$ cat src/rtl/tomasulo_pkg.sv
// ============================================================================
// Module   : tomasulo_pkg
// Purpose  : Shared widths, tag encodings and source indices for the
//            Tomasulo write-back path (CDB arbiter, RS dispatch).
// Revision : 1.0 - initial release
// ============================================================================
`default_nettype none

package tomasulo_pkg;

    // Datapath widths
    localparam int TAG_W  = 4;
    localparam int DATA_W = 16;

    // Reservation-station tags; FREE_REGISTER means "no producer"
    localparam logic [TAG_W-1:0] FREE_REGISTER    = 4'd0;
    localparam logic [TAG_W-1:0] RES_STATION_ADD1 = 4'd1;
    localparam logic [TAG_W-1:0] RES_STATION_ADD2 = 4'd2;

    // Value left on the CDB data lines when nothing is broadcast
    localparam logic [DATA_W-1:0] SEM_VALOR = 16'hFFF0;

    // Write-back source indices
    localparam int SRC_ADD1 = 0;
    localparam int SRC_ADD2 = 1;

endpackage : tomasulo_pkg

`default_nettype wire

$ cat src/rtl/rr_priority_picker.sv
// ============================================================================
// Module   : rr_priority_picker
// Purpose  : Combinational round-robin picker. Scans the request vector
//            starting at ptr_i (wrapping modulo N) and returns the first
//            requester as a one-hot grant plus its binary index.
// Revision : 1.0 - initial release
// ============================================================================
`default_nettype none

module rr_priority_picker #(
    parameter int N     = 2,
    parameter int IDX_W = (N > 1) ? $clog2(N) : 1
) (
    input  logic [N-1:0]     req_i,
    input  logic [IDX_W-1:0] ptr_i,
    output logic [N-1:0]     grant_o,
    output logic [IDX_W-1:0] idx_o,
    output logic             valid_o
);

    // Walk the requests from the pointer upward, keeping the first hit
    always_comb begin
        logic             found;
        logic [IDX_W-1:0] k;
        grant_o = '0;
        idx_o   = '0;
        found   = 1'b0;
        k       = '0;
        for (int off = 0; off < N; off++) begin
            k = IDX_W'((int'(ptr_i) + off) % N);
            if (!found && req_i[k]) begin
                found      = 1'b1;
                grant_o[k] = 1'b1;
                idx_o      = k;
            end
        end
        valid_o = found;
    end

endmodule : rr_priority_picker

`default_nettype wire

$ cat src/rtl/cdb_broadcast_arbiter.sv
// ============================================================================
// Module   : cdb_broadcast_arbiter
// Purpose  : Common Data Bus write-back arbiter. One holding slot per
//            functional unit; one registered broadcast per cycle chosen
//            round-robin among occupied slots.
// Revision : 1.0 - initial release
// ============================================================================
`default_nettype none

module cdb_broadcast_arbiter #(
    parameter int                N_SRC     = 2,
    parameter int                TAG_W     = tomasulo_pkg::TAG_W,
    parameter int                DATA_W    = tomasulo_pkg::DATA_W,
    parameter logic [DATA_W-1:0] IDLE_DATA = tomasulo_pkg::SEM_VALOR
) (
    input  logic                      Clock_i,
    input  logic                      Reset_ni,
    input  logic [N_SRC-1:0]          Wb_Valid_i,
    input  logic [N_SRC*TAG_W-1:0]    Wb_Tag_i,
    input  logic [N_SRC*DATA_W-1:0]   Wb_Data_i,
    output logic [N_SRC-1:0]          Wb_Ready_o,
    output logic [TAG_W-1:0]          Qi_CDB_o,
    output logic [DATA_W-1:0]         Qi_CDB_data_o,
    output logic                      CDB_Valid_o,
    output logic [N_SRC-1:0]          Grant_o,
    output logic [N_SRC-1:0]          Pending_o
);

    import tomasulo_pkg::*;

    localparam int IDX_W = (N_SRC > 1) ? $clog2(N_SRC) : 1;

    // Holding slots and round-robin pointer
    logic [N_SRC-1:0]  held_q, held_d;
    logic [TAG_W-1:0]  tag_q  [N_SRC];
    logic [DATA_W-1:0] data_q [N_SRC];
    logic [IDX_W-1:0]  rr_ptr_q, rr_ptr_d;

    // Registered broadcast
    logic              cdb_valid_q;
    logic [TAG_W-1:0]  qi_q;
    logic [DATA_W-1:0] qd_q;
    logic [N_SRC-1:0]  grant_q;

    logic [N_SRC-1:0]  w_accept;
    logic [N_SRC-1:0]  w_pick_gnt;
    logic [IDX_W-1:0]  w_pick_idx;
    logic              w_pick_vld;

    assign Wb_Ready_o    = ~held_q;
    assign Pending_o     = held_q;
    assign CDB_Valid_o   = cdb_valid_q;
    assign Qi_CDB_o      = qi_q;
    assign Qi_CDB_data_o = qd_q;
    assign Grant_o       = grant_q;

    // A handshake with a FREE_REGISTER tag completes but is not stored
    generate
        for (genvar i = 0; i < N_SRC; i++) begin : g_accept
            assign w_accept[i] = Wb_Valid_i[i] & ~held_q[i]
                               & (Wb_Tag_i[i*TAG_W +: TAG_W] != FREE_REGISTER);
        end
    endgenerate

    rr_priority_picker #(
        .N     (N_SRC),
        .IDX_W (IDX_W)
    ) u_picker (
        .req_i   (held_q),
        .ptr_i   (rr_ptr_q),
        .grant_o (w_pick_gnt),
        .idx_o   (w_pick_idx),
        .valid_o (w_pick_vld)
    );

    // Next occupancy and pointer: winner's slot frees, new accepts fill
    always_comb begin
        held_d   = (held_q & ~w_pick_gnt) | w_accept;
        rr_ptr_d = rr_ptr_q;
        if (w_pick_vld) begin
            rr_ptr_d = (w_pick_idx == IDX_W'(N_SRC - 1)) ? '0 : w_pick_idx + 1'b1;
        end
    end

    // Slot capture, occupancy and pointer state
    always_ff @(posedge Clock_i or negedge Reset_ni) begin
        if (!Reset_ni) begin
            held_q   <= '0;
            rr_ptr_q <= '0;
            for (int i = 0; i < N_SRC; i++) begin
                tag_q[i]  <= '0;
                data_q[i] <= '0;
            end
        end else begin
            held_q   <= held_d;
            rr_ptr_q <= rr_ptr_d;
            for (int i = 0; i < N_SRC; i++) begin
                if (w_accept[i]) begin
                    tag_q[i]  <= Wb_Tag_i[i*TAG_W +: TAG_W];
                    data_q[i] <= Wb_Data_i[i*DATA_W +: DATA_W];
                end
            end
        end
    end

    // Broadcast register: winner for one cycle, idle pattern otherwise
    always_ff @(posedge Clock_i or negedge Reset_ni) begin
        if (!Reset_ni) begin
            cdb_valid_q <= 1'b0;
            qi_q        <= FREE_REGISTER;
            qd_q        <= IDLE_DATA;
            grant_q     <= '0;
        end else if (w_pick_vld) begin
            cdb_valid_q <= 1'b1;
            qi_q        <= tag_q[w_pick_idx];
            qd_q        <= data_q[w_pick_idx];
            grant_q     <= w_pick_gnt;
        end else begin
            cdb_valid_q <= 1'b0;
            qi_q        <= FREE_REGISTER;
            qd_q        <= IDLE_DATA;
            grant_q     <= '0;
        end
    end

endmodule : cdb_broadcast_arbiter

`default_nettype wire
$ cat config.mk
export PLATFORM = sky130hd
export DESIGN_NAME = cdb_broadcast_arbiter
export DESIGN_NICKNAME = d
export VERILOG_FILES = /design/src/rtl/tomasulo_pkg.sv /design/src/rtl/rr_priority_picker.sv /design/src/rtl/cdb_broadcast_arbiter.sv
export SDC_FILE = /design/constraint.sdc
export NUM_CORES = 1
export LEC_CHECK = 0
export CAP_MARGIN = 30
export CORE_UTILIZATION = 40
export CTS_CLUSTER_DIAMETER = 120
export DETAILED_ROUTE_END_ITERATION = 10
export PLACE_DENSITY = 0.71
export SETUP_SLACK_MARGIN = 0.5
export SYNTH_ARGS = -nofsm -noshare
export SYNTH_HDL_FRONTEND = slang
export SYNTH_HIERARCHICAL = 1
export SYNTH_SLANG_ARGS = --single-unit
$ cat constraint.sdc
create_clock -name Clock_i -period 3.55 [get_ports Clock_i]
set_clock_uncertainty 0.05 [all_clocks]
set_input_delay 0.5325 -clock Clock_i [delete_from_list [all_inputs] [get_ports Clock_i]]
set_output_delay 0.5325 -clock Clock_i [all_outputs]
set_load 0.005 [all_outputs]
==> results of run 1 <==
==> area by class of cell <==
class / count / area [sq um]
clock inverter: 1 / 5.00
inverter: 4 / 15.0
timing repair buffer: 73 / 718
multi-input combinational: 95 / 941
tap: 77 / 96.3
sequential: 66 / 1670
clock buffer: 15 / 196
fill: 536 / 2780
==> cell families after synthesis <==
logic type	after synthesis	share of synthesized area [%]
flip-flops	66	62.2
multiplexers	56	25.4
AND/OR/NAND/NOR	25	4.72
AO/OA/AOI/OAI	14	4.63
buffers and inverters	13	3.04
==> layer usage <==
layer | up-vias | GRT usage, % | routed length [um]
met5 | - | 0 | 0
met4 | 0 | 10.3 | 115
met3 | 10 | 3.46 | 212
met2 | 49 | 26.3 | 2540
met1 | 813 | 20.2 | 2220
li1 | 754 | - | -
==> metrics by stage <==
| step | instance area (sq um) | hold slack (ns) |
|---|---|---|
| 3_5_place_dp | 3440 | 0.427 |
| 5_1_grt | 3640 | 0.384 |
| 4_1_cts | 3640 | 0.353 |
| 3_3_place_gp | 3440 | 0.416 |
| 6_report | 3640 | 0.329 |
| 2_1_floorplan | 2680 | 0.187 |
==> synthesized netlist by cell type <==
library cell  number  area share [%]
a21boi_0           3            0.84
a22o_1             5             1.6
and2_1             2            0.47
buf_2              2            0.37
buf_6              4             1.7
clkbuf_1           3            0.42
dfrtp_1           54              50
dfstp_2           12              12
inv_1              4            0.56
mux2_1            15             6.3
mux2_4            20              11
mux2i_1           21             7.9
nand2_1           12             1.7
nor2b_1           10             2.3
o21ai_1            2            0.37
o41a_1             2            0.84
o41ai_1            1            0.33
o41ai_2            1            0.61
or2_1              1            0.23
==> path summary, 6_finish.rpt <==
| path | start | end | slack (ns) | cells after the start |
|---|---|---|---|---|
| worst max-delay path | Wb_Valid_i[0] | data_q[28] | 1.18 | 5 |
| worst min-delay path | Reset_ni | data_q[9] | 0.33 | 2 |
| worst max register to register | Pending_o[0] | data_q[28] | 1.34 | 4 |
| worst min register to register | data_q[17] | data_q[17] | 0.44 | 1 |
| max in group asynchronous | Reset_ni | data_q[3] | 2.61 | 2 |
| min in group Clock_i | data_q[17] | data_q[17] | 0.44 | 1 |
==> registers in the layout, indices dropped and copies added, names as in the netlist <==
signal	flops
data_q	32
Qi_CDB_data_o	16
tag_q	8
Qi_CDB_o	4
Grant_o	2
Pending_o	2
CDB_Valid_o	1
rr_ptr_q	1
==> worst max-delay path: cells and delay by family <==
family | cells | cell delay (ns)
buf+inv | 2 | 0.76
compound gates | 1 | 0.63
mux | 1 | 0.31
simple gates | 1 | 0.30
==> where the power goes <==
part | switching, mW | total (mW) | internal, mW
Sequential | 0.192 | 1.37 | 1.18
Clock | 0.262 | 0.611 | 0.349
Combinational | 0.471 | 1.23 | 0.759
==> summary.txt, run 1 <==
Routing
  – DRC viols: 6
  – ANT nets after route: 0
  – Via Count: approximately 1600
  – WL/cell: 15.4 um
  – Iter 0 DRT Violations: 68
  – Average vias per placed instance: between 4 and 5
  – Final wirelength: 5090 um
  – Drt first pass iters: 7

Min path
  – Worst hold-check path type: in2async

Place
  – DP Wirelength: roughly 3500 um
  – Pre-CTS WS: between 0.8 and 0.9 ns
  – GP Congestion: 0.722
  – Inst Count DP: 315
  – Count of buffers from port buffering: 70

Timing
  – FMAX: between 400 and 500 MHz
  – Minimum clock period: 2.37 ns
  – Final period util: between 60% and 70%
  – Hold Fails Final Rpt: 0
  – Sum Neg Setup Slack: 0 ns
  – RSZ-0062 raised after global routing: no
  – PnR worst setup slack: approximately 1.2 ns
  – Worst slew margin: a little over a third
  – Final Max Tran Viols: 0
  – Slew @ Worst Pin: about 0.95 ns
  – Endpoints failing setup: 0

Die
  – Core ar.: 6420 sq um
  – # IOs: 71
  – Die H: between 80 and 90 um
  – Initial Util: 41.7%
  – Placement row count: 29
  – Die Wd: 83.8 um
  – Die area: 7020 sq um

CTS
  – Cts bufs inserted: 9
  – Clock Root Buffer: clkbuf_8
  – Hold buffer count at CTS: 0
  – Clock slew at reported path FFs: approximately 0.07 ns
  – CTS Buffer Depth: 2
  – Clk sink count: 66
  – Post-CTS setup buffers: 0
  – Post-CTS sizing: 0
  – CTS tree: done
  – Worst-Skew Late Latency: 0.33 ns
  – H-tree depth: 3

Yosys
  – Synth cell types: 19
  – Synth Instances: 174
  – Warnings from Yosys: 6
  – #FFs+latches synth: 66
  – Seq/Total Area, Yosys: 62.2%
  – Post-synthesis cell area: about 2700 sq um
  – Synth Area per Inst: 15.4 sq um
  – Syn_nets: 218

Critical path
  – Crit. End Element: flop
  – Max stage delay on crit path: 0.63 ns
  – Setup CP Type: in2reg
  – Critical path startpoint category: primary input
  – Largest fanout on the critical path: 10
  – Worst EP required: 3.72 ns
  – Worst path slowest cell: o41a_1
  – Crit path DAT: 2.54 ns
  – Cells along the critical path: clkdlybuf4s50_1, nor2b_1, o41a_1, buf_4, mux2_4

GRT
  – Grt total ovfl: 0
  – Number of global-route vias before repair: ~1700
  – GRT Overall Usage: 16.4%
  – Largest net degree at the start of global routing: 67
  – First-pass GRT wire length: just under 9000 um
  – Antenna violations before repair: 0

Run status
  – Violated checks: design-rule violations
  – Outcome: finished with violations

Cells and area
  – Commonest non-fill, non-tap cell in the layout: clkdlybuf4s50_1
  – Share of layout cells above drive strength 1: 20.9%
  – Final Non-Filler Cells: 331
  – Synthesis-to-layout area growth: 35.9%
  – Final core area utilization: between 50% and 60%
  – Highest-count cells in the layout ignoring fill and taps: 69 x clkdlybuf4s50_1, 54 x dfrtp_1, 21 x mux2i_1
  – Ant diodes: 0
  – Nets: 293

Power and ir drop
  – Total power: 3.21 mW
  – Pwr/cell area: 883 nW/um^2
  – Leak: around 1.6 nW
  – Max VDD drop: slightly above 300 uV

Run
  – Max-Cap Viols: 0
Note: power is estimated with default switching activity, not from simulation.
==> inputs of run 2 (changes only) <==
--- a/config.mk
+++ b/config.mk
@@ -9,7 +9,7 @@
 export CORE_UTILIZATION = 40
 export CTS_CLUSTER_DIAMETER = 120
 export DETAILED_ROUTE_END_ITERATION = 10
-export PLACE_DENSITY = 0.71
+export PLACE_DENSITY = 0.74
 export SETUP_SLACK_MARGIN = 0.5
 export SYNTH_ARGS = -nofsm -noshare
 export SYNTH_HDL_FRONTEND = slang
==> constraint.sdc (replaced) <==
create_clock -name Clock_i -period 2.1 [get_ports Clock_i]
set_clock_uncertainty 0.05 [all_clocks]
set_input_delay 0.315 -clock Clock_i [delete_from_list [all_inputs] [get_ports Clock_i]]
set_output_delay 0.315 -clock Clock_i [all_outputs]
set_load 0.005 [all_outputs]
==> summary.txt, run 2 (synthesis results as in run 1) <==
Place
  – Count of buffers from port buffering: 70 (unchanged)
  – Pre-CTS WS: 0.143 ns (-0.658 ns)
  – DP Wirelength: 3760 um (+6.2%)
  – GP Congestion: 0.714 (-1.2%)

Cells and area
  – Largest register FFs: 32 (unchanged)
  – Synthesis-to-layout area growth: 39.8%
  – Largest register by flop count: data_q
  – Nets: 304 (+3.8%)
  – Highest-count cells in the layout ignoring fill and taps: 52 x dfrtp_1, 51 x clkdlybuf4s50_1, 21 x mux2i_1
  – Ant diodes: 0 (unchanged)
  – Share of layout cells above drive strength 1: 24.9% (+4.0 points)
  – Commonest non-fill, non-tap cell in the layout: dfrtp_1

GRT
  – Largest net degree at the start of global routing: 51 (-24%)
  – First-pass GRT wire length: 8930 um (+3.0%)
  – GRT Overall Usage: 17.0% (+0.58 points)
  – Grt total ovfl: 0 (unchanged)
  – Number of global-route vias before repair: 1830 (+5.4%)
  – Antenna violations before repair: 0 (unchanged)

Critical path
  – Crit. End Element: flop
  – R2R setup slack: 0.56 ns (-0.78 ns)
  – Largest fanout on the critical path: 10 (unchanged)
  – FF-to-FF Start: Pending_o[1]
  – Reg-to-Reg End: tag_q[1]
  – R2R depth: 4 (unchanged)
  – Max stage delay on crit path: 0.47 ns (-0.16 ns)
  – Crit path from: Wb_Valid_i[1]
  – Setup crit end: tag_q[1]
  – Crit path DAT: 1.74 ns (-0.80 ns)
  – Worst path slowest cell: clkdlybuf4s50_1
  – Setup CP Type: in2reg
  – Critical path startpoint category: primary input
  – Worst EP required: 2.25 ns (-1.47 ns)
  – Cells along the critical path: clkdlybuf4s50_1, nor2b_4, o41a_1, buf_6, mux2_1

Min path
  – Worst hold-check path type: in2reg
  – Hold Path Depth: 2

Timing
  – Worst Hold Slack: 0.269 ns (-0.0598 ns)
  – Sum Neg Setup Slack: 0 ns (unchanged)
  – PnR worst setup slack: 0.516 ns (-0.662 ns)
  – Final Max Tran Viols: 0 (unchanged)
  – Final period util: 75.4%
  – Endpoints failing setup: 0 (unchanged)
  – Slew @ Worst Pin: 0.390 ns (-0.560 ns)
  – Hold Fails Final Rpt: 0 (unchanged)
  – FMAX: 631 MHz
  – RSZ-0062 raised after global routing: yes
  – Minimum clock period: 1.58 ns
  – Worst slew margin: 73.7% (+37 points)

Routing
  – DRC viols: 8 (+2)
  – ANT nets after route: 0 (unchanged)
  – WL/cell: 15.9 um (+3.5%)
  – Average vias per placed instance: 4.89 (-0.42%)
  – Drt first pass iters: 7 (unchanged)
  – Via Count: 1673 (+2.9%)
  – Iter 0 DRT Violations: 101 (+49%)
  – Final wirelength: 5440 um (+6.9%)

CTS
  – Clk sink count: 66 (unchanged)
  – Worst-Skew Late Latency: 0.32 ns (about the same)
  – H-tree depth: 3 (unchanged)
  – Clock Root Buffer: clkbuf_8
  – CTS Buffer Depth: 2 (unchanged)
  – Cts bufs inserted: 9 (unchanged)
  – CTS tree: done
  – Clock slew at reported path FFs: 0.07 ns (about the same)

Run status
  – Outcome: finished with violations
  – Violated checks: design-rule violations

Die
  – Die Wd: 83.8 um (unchanged)
  – Die area: 7020 sq um (unchanged)
  – Core ar.: 6420 sq um (unchanged)
  – Die H: 83.8 um (unchanged)
  – Placement row count: 29 (unchanged)
  – # IOs: 71 (unchanged)
  – Initial Util: 41.7% (unchanged)

Run
  – Max-Cap Viols: 0 (unchanged)

Power and ir drop
  – Pwr/cell area: 1450 nW/um^2 (+65%)
  – Total power: 5.44 mW (+69%)
  – Leak: 1.71 nW (+6.1%)
  – Max VDD drop: 665 uV (+120%)
[run 2: cell types whose count changed in the layout (fill, tap and decap cells not counted), moves of 2 or more]
cell	change
dlygate4sd2_1	+14
buf_12	+2
buf_6	+2
dlymetal6s2s_1	+4
clkbuf_8	-3
clkbuf_1	+2
dfrtp_1	-2
buf_4	+6
dfrtp_2	+2
nor2b_1	-2
nor2b_4	+2
clkdlybuf4s50_1	-18
[run 2: final cells by class]
cell class	instances	area, sq um
Inverter	4	15.0
Fill cell	553	2680
Tap cell	77	96.3
Clock buffer	14	163
Multi-Input combinational cell	95	958
Clock inverter	2	12.5
Timing Repair Buffer	84	828
Sequential cell	66	1670
[run 2: critical path: cells and delay by family]
kind / cells / cell delay (ns)
buffers and inverters: 2 / 0.66
multiplexers: 1 / 0.35
AO/OA/AOI/OAI: 1 / 0.22
AND/OR/NAND/NOR: 1 / 0.19
[run 2: routing by layer]
metal	vias to the layer above	GRT usage (%)	part of all wire (%)
met4	0	8.46	1.5
met1	853	20.3	43
li1	771	-	-
met2	44	28.9	52
met5	-	0	0
met3	5	3.76	4.0
[run 2: how the worst min path moves through the flow]
| stage | start | to | slack, ns |
|---|---|---|---|
| 2_1_floorplan | Reset_ni | CDB_Valid_o | -0.03 |
| 4_1_cts | Reset_ni | Qi_CDB_o[0] | 0.39 |
| 3_5_place_dp | Reset_ni | data_q[22] | 0.21 |
| 3_3_place_gp | Reset_ni | data_q[22] | 0.20 |
| 6_report | Wb_Tag_i[1] | tag_q[5] | 0.27 |
| 5_1_grt | Wb_Tag_i[1] | tag_q[5] | 0.27 |
[run 2: power breakdown]
part | switching [mW] | internal (mW)
logic | 0.851 | 1.33
registers | 0.316 | 2.00
clock network | 0.456 | 0.494
[run 2: what timing repair did]
item	in CTS	in global routing
setup buffers	3	1
hold buffers	1	0
setup endpoints to repair	33	51
hold endpoints to repair	12	0
pin swaps	0	2
resized for setup	16	10
[run 2: metrics by stage]
step	utilization [%]	instance area, sq um	instances
6_report	58.3	3740	342
5_1_grt	58.3	3740	342
4_1_cts	57.7	3700	341
3_5_place_dp	54.7	3510	321
3_3_place_gp	54.7	3510	321
2_1_floorplan	-	2680	174
==> inputs of run 3 (changes only) <==
==> constraint.sdc (replaced) <==
create_clock -name Clock_i -period 1.3 [get_ports Clock_i]
set_clock_uncertainty 0.05 [all_clocks]
set_input_delay 0.195 -clock Clock_i [delete_from_list [all_inputs] [get_ports Clock_i]]
set_output_delay 0.195 -clock Clock_i [all_outputs]
set_load 0.005 [all_outputs]
==> summary.txt, run 3 (synthesis results as in run 1) <==
Place
  – DP Wirelength: 3530 um (-5.9%)
  – Count of buffers from port buffering: 70 (unchanged)
  – Post-DP Area: 3670 sq um (+4.4%)
  – GP Congestion: 0.760 (+6.4%)

Routing
  – DRC viols: 5 (-3)
  – Final wirelength: 6650 um (+22%)
  – WL/cell: 17.5 um (+9.8%)
  – Average vias per placed instance: 4.87 (-0.47%)
  – Via Count: 1855 (+11%)
  – Drt first pass iters: 8 (+1)
  – Iter 0 DRT Violations: 104 (+3.0%)
  – ANT nets after route: 0 (unchanged)

Critical path
  – Crit. End Element: flop
  – Crit path top cell by count: buf_6
  – Max stage delay on crit path: 0.39 ns (-0.08 ns)
  – Crit path DAT: 1.78 ns (+0.04 ns)
  – Worst path slowest cell: dfrtp_1
  – Largest fanout on the critical path: 4 (-6)
  – R2R setup slack: -0.31 ns (-0.87 ns)
  – Critical path startpoint category: flop
  – Cells along the critical path: buf_6, nor2b_4, o41a_1, buf_6, clkbuf_16, mux2_4
  – Worst EP required: 1.47 ns (-0.78 ns)
  – Setup CP Type: reg2reg

Timing
  – RSZ-0062 raised after global routing: yes
  – Slew @ Worst Pin: 0.392 ns (+0.00205 ns)
  – Final period util: 124%
  – Hold Fails Final Rpt: 0 (unchanged)
  – Minimum clock period: 1.61 ns
  – Worst slew margin: 73.8% (about the same)
  – PnR worst setup slack: -0.309 ns (-0.824 ns)
  – Final Max Tran Viols: 0 (unchanged)
  – FMAX: 622 MHz
  – Endpoints failing setup: 69 (+69)
  – Worst Hold Slack: 0.325 ns (+0.0559 ns)

CTS
  – H-tree depth: 3 (unchanged)
  – CTS tree: done
  – Worst-Skew Late Latency: 0.34 ns (+0.02 ns)
  – Clock slew at reported path FFs: 0.08 ns (about the same)
  – Clock Root Buffer: clkbuf_8
  – Clk sink count: 66 (unchanged)
  – Cts bufs inserted: 9 (unchanged)
  – CTS Buffer Depth: 2 (unchanged)

GRT
  – First-pass GRT wire length: 10000 um (+12%)
  – GRT Overall Usage: 19.0% (+2.0 points)
  – Number of global-route vias before repair: 1957 (+6.9%)
  – Antenna violations before repair: 0 (unchanged)
  – Grt total ovfl: 0 (unchanged)
  – Largest net degree at the start of global routing: 67 (+31%)

Cells and area
  – Synthesis-to-layout area growth: 61.0%
  – Largest register FFs: 32 (unchanged)
  – Commonest non-fill, non-tap cell in the layout: dfrtp_1
  – Ant diodes: 0 (unchanged)
  – Largest register by flop count: data_q
  – Design area: 4310 sq um (+15%)
  – Share of layout cells above drive strength 1: 51.3% (+26 points)
  – Highest-count cells in the layout ignoring fill and taps: 53 x dfrtp_1, 40 x clkdlybuf4s50_1, 35 x mux2_4
  – Nets: 343 (+13%)

Run status
  – Outcome: finished with violations
  – Violated checks: design-rule violations, negative setup slack

Run
  – Max-Cap Viols: 0 (unchanged)

Die
  – Core ar.: 6420 sq um (unchanged)
  – Die area: 7020 sq um (unchanged)
  – Initial Util: 41.7% (unchanged)
  – Die H: 83.8 um (unchanged)
  – Die Wd: 83.8 um (unchanged)
  – Placement row count: 29 (unchanged)
  – # IOs: 71 (unchanged)

Power and ir drop
  – Leak: 2.04 nW (+20%)
  – Max VDD drop: 1090 uV (+64%)
  – Pwr/cell area: 2480 nW/um^2 (+71%)

Min path
  – Worst hold-check path type: in2reg
run 3: timing repair:
item | in CTS | in global routing
resized for setup | 138 | 25
hold endpoints to repair | 54 | 0
setup buffers | 13 | 9
pin swaps | 7 | 7
hold buffers | 1 | 0
endpoints found under the setup margin | 93 | 106
gates cloned | 4 | 3
run 3: critical path: cells and delay by family, from the launching register on:
family	cells	cell delay, ns
AOI/OAI and AO/OA	1	0.23
buffers and inverters	3	0.40
DFF	1	0.39
muxes	1	0.29
and+or+nand+nor	1	0.12
run 3: metrics by stage:
step	TNS [ns]	cells	power, mW	setup WS, ns	util (%)
2_1_floorplan	-5.64	174	5.94	-0.227	-
3_3_place_gp	-19.15	335	7.48	-0.471	57.1
3_5_place_dp	-19.85	335	7.60	-0.486	57.1
4_1_cts	-12.62	369	10.0	-0.246	63.7
5_1_grt	-19.52	381	11.3	-0.354	67.1
6_report	-16.73	381	10.7	-0.309	67.1
run 3: worst paths after layout:
path | start | endpoint | depth (start not counted)
setup / recovery | Pending_o[1] | data_q[1] | 6
hold / removal | Wb_Tag_i[2] | tag_q[6] | 3
setup reg to reg | Pending_o[1] | data_q[1] | 6
hold reg to reg | data_q[23] | Qi_CDB_data_o[7] | 2
max in group asynchronous | Reset_ni | Qi_CDB_data_o[15] | 3
min in group asynchronous | Reset_ni | data_q[26] | 3
run 3: power breakdown:
group	switching (mW)	internal, mW
sequential	0.512	3.22
clock	0.800	0.786
combinational	1.90	3.47
run 3: area by class of cell:
cell class | count | area, sq um
clock inverters | 5 | 28.8
flip-flops and latches | 66 | 1670
clock buffers | 11 | 151
inverters | 4 | 17.5
fillers | 469 | 2110
multi-input cells | 95 | 1060
repair buffers | 123 | 1290
well taps | 77 | 96.3
run 3: routing by layer:
layer	routed length (um)	GRT usage, %
met5	0	0
met2	3350	31.4
met4	78	8.46
met3	243	4.06
met1	2980	24.0
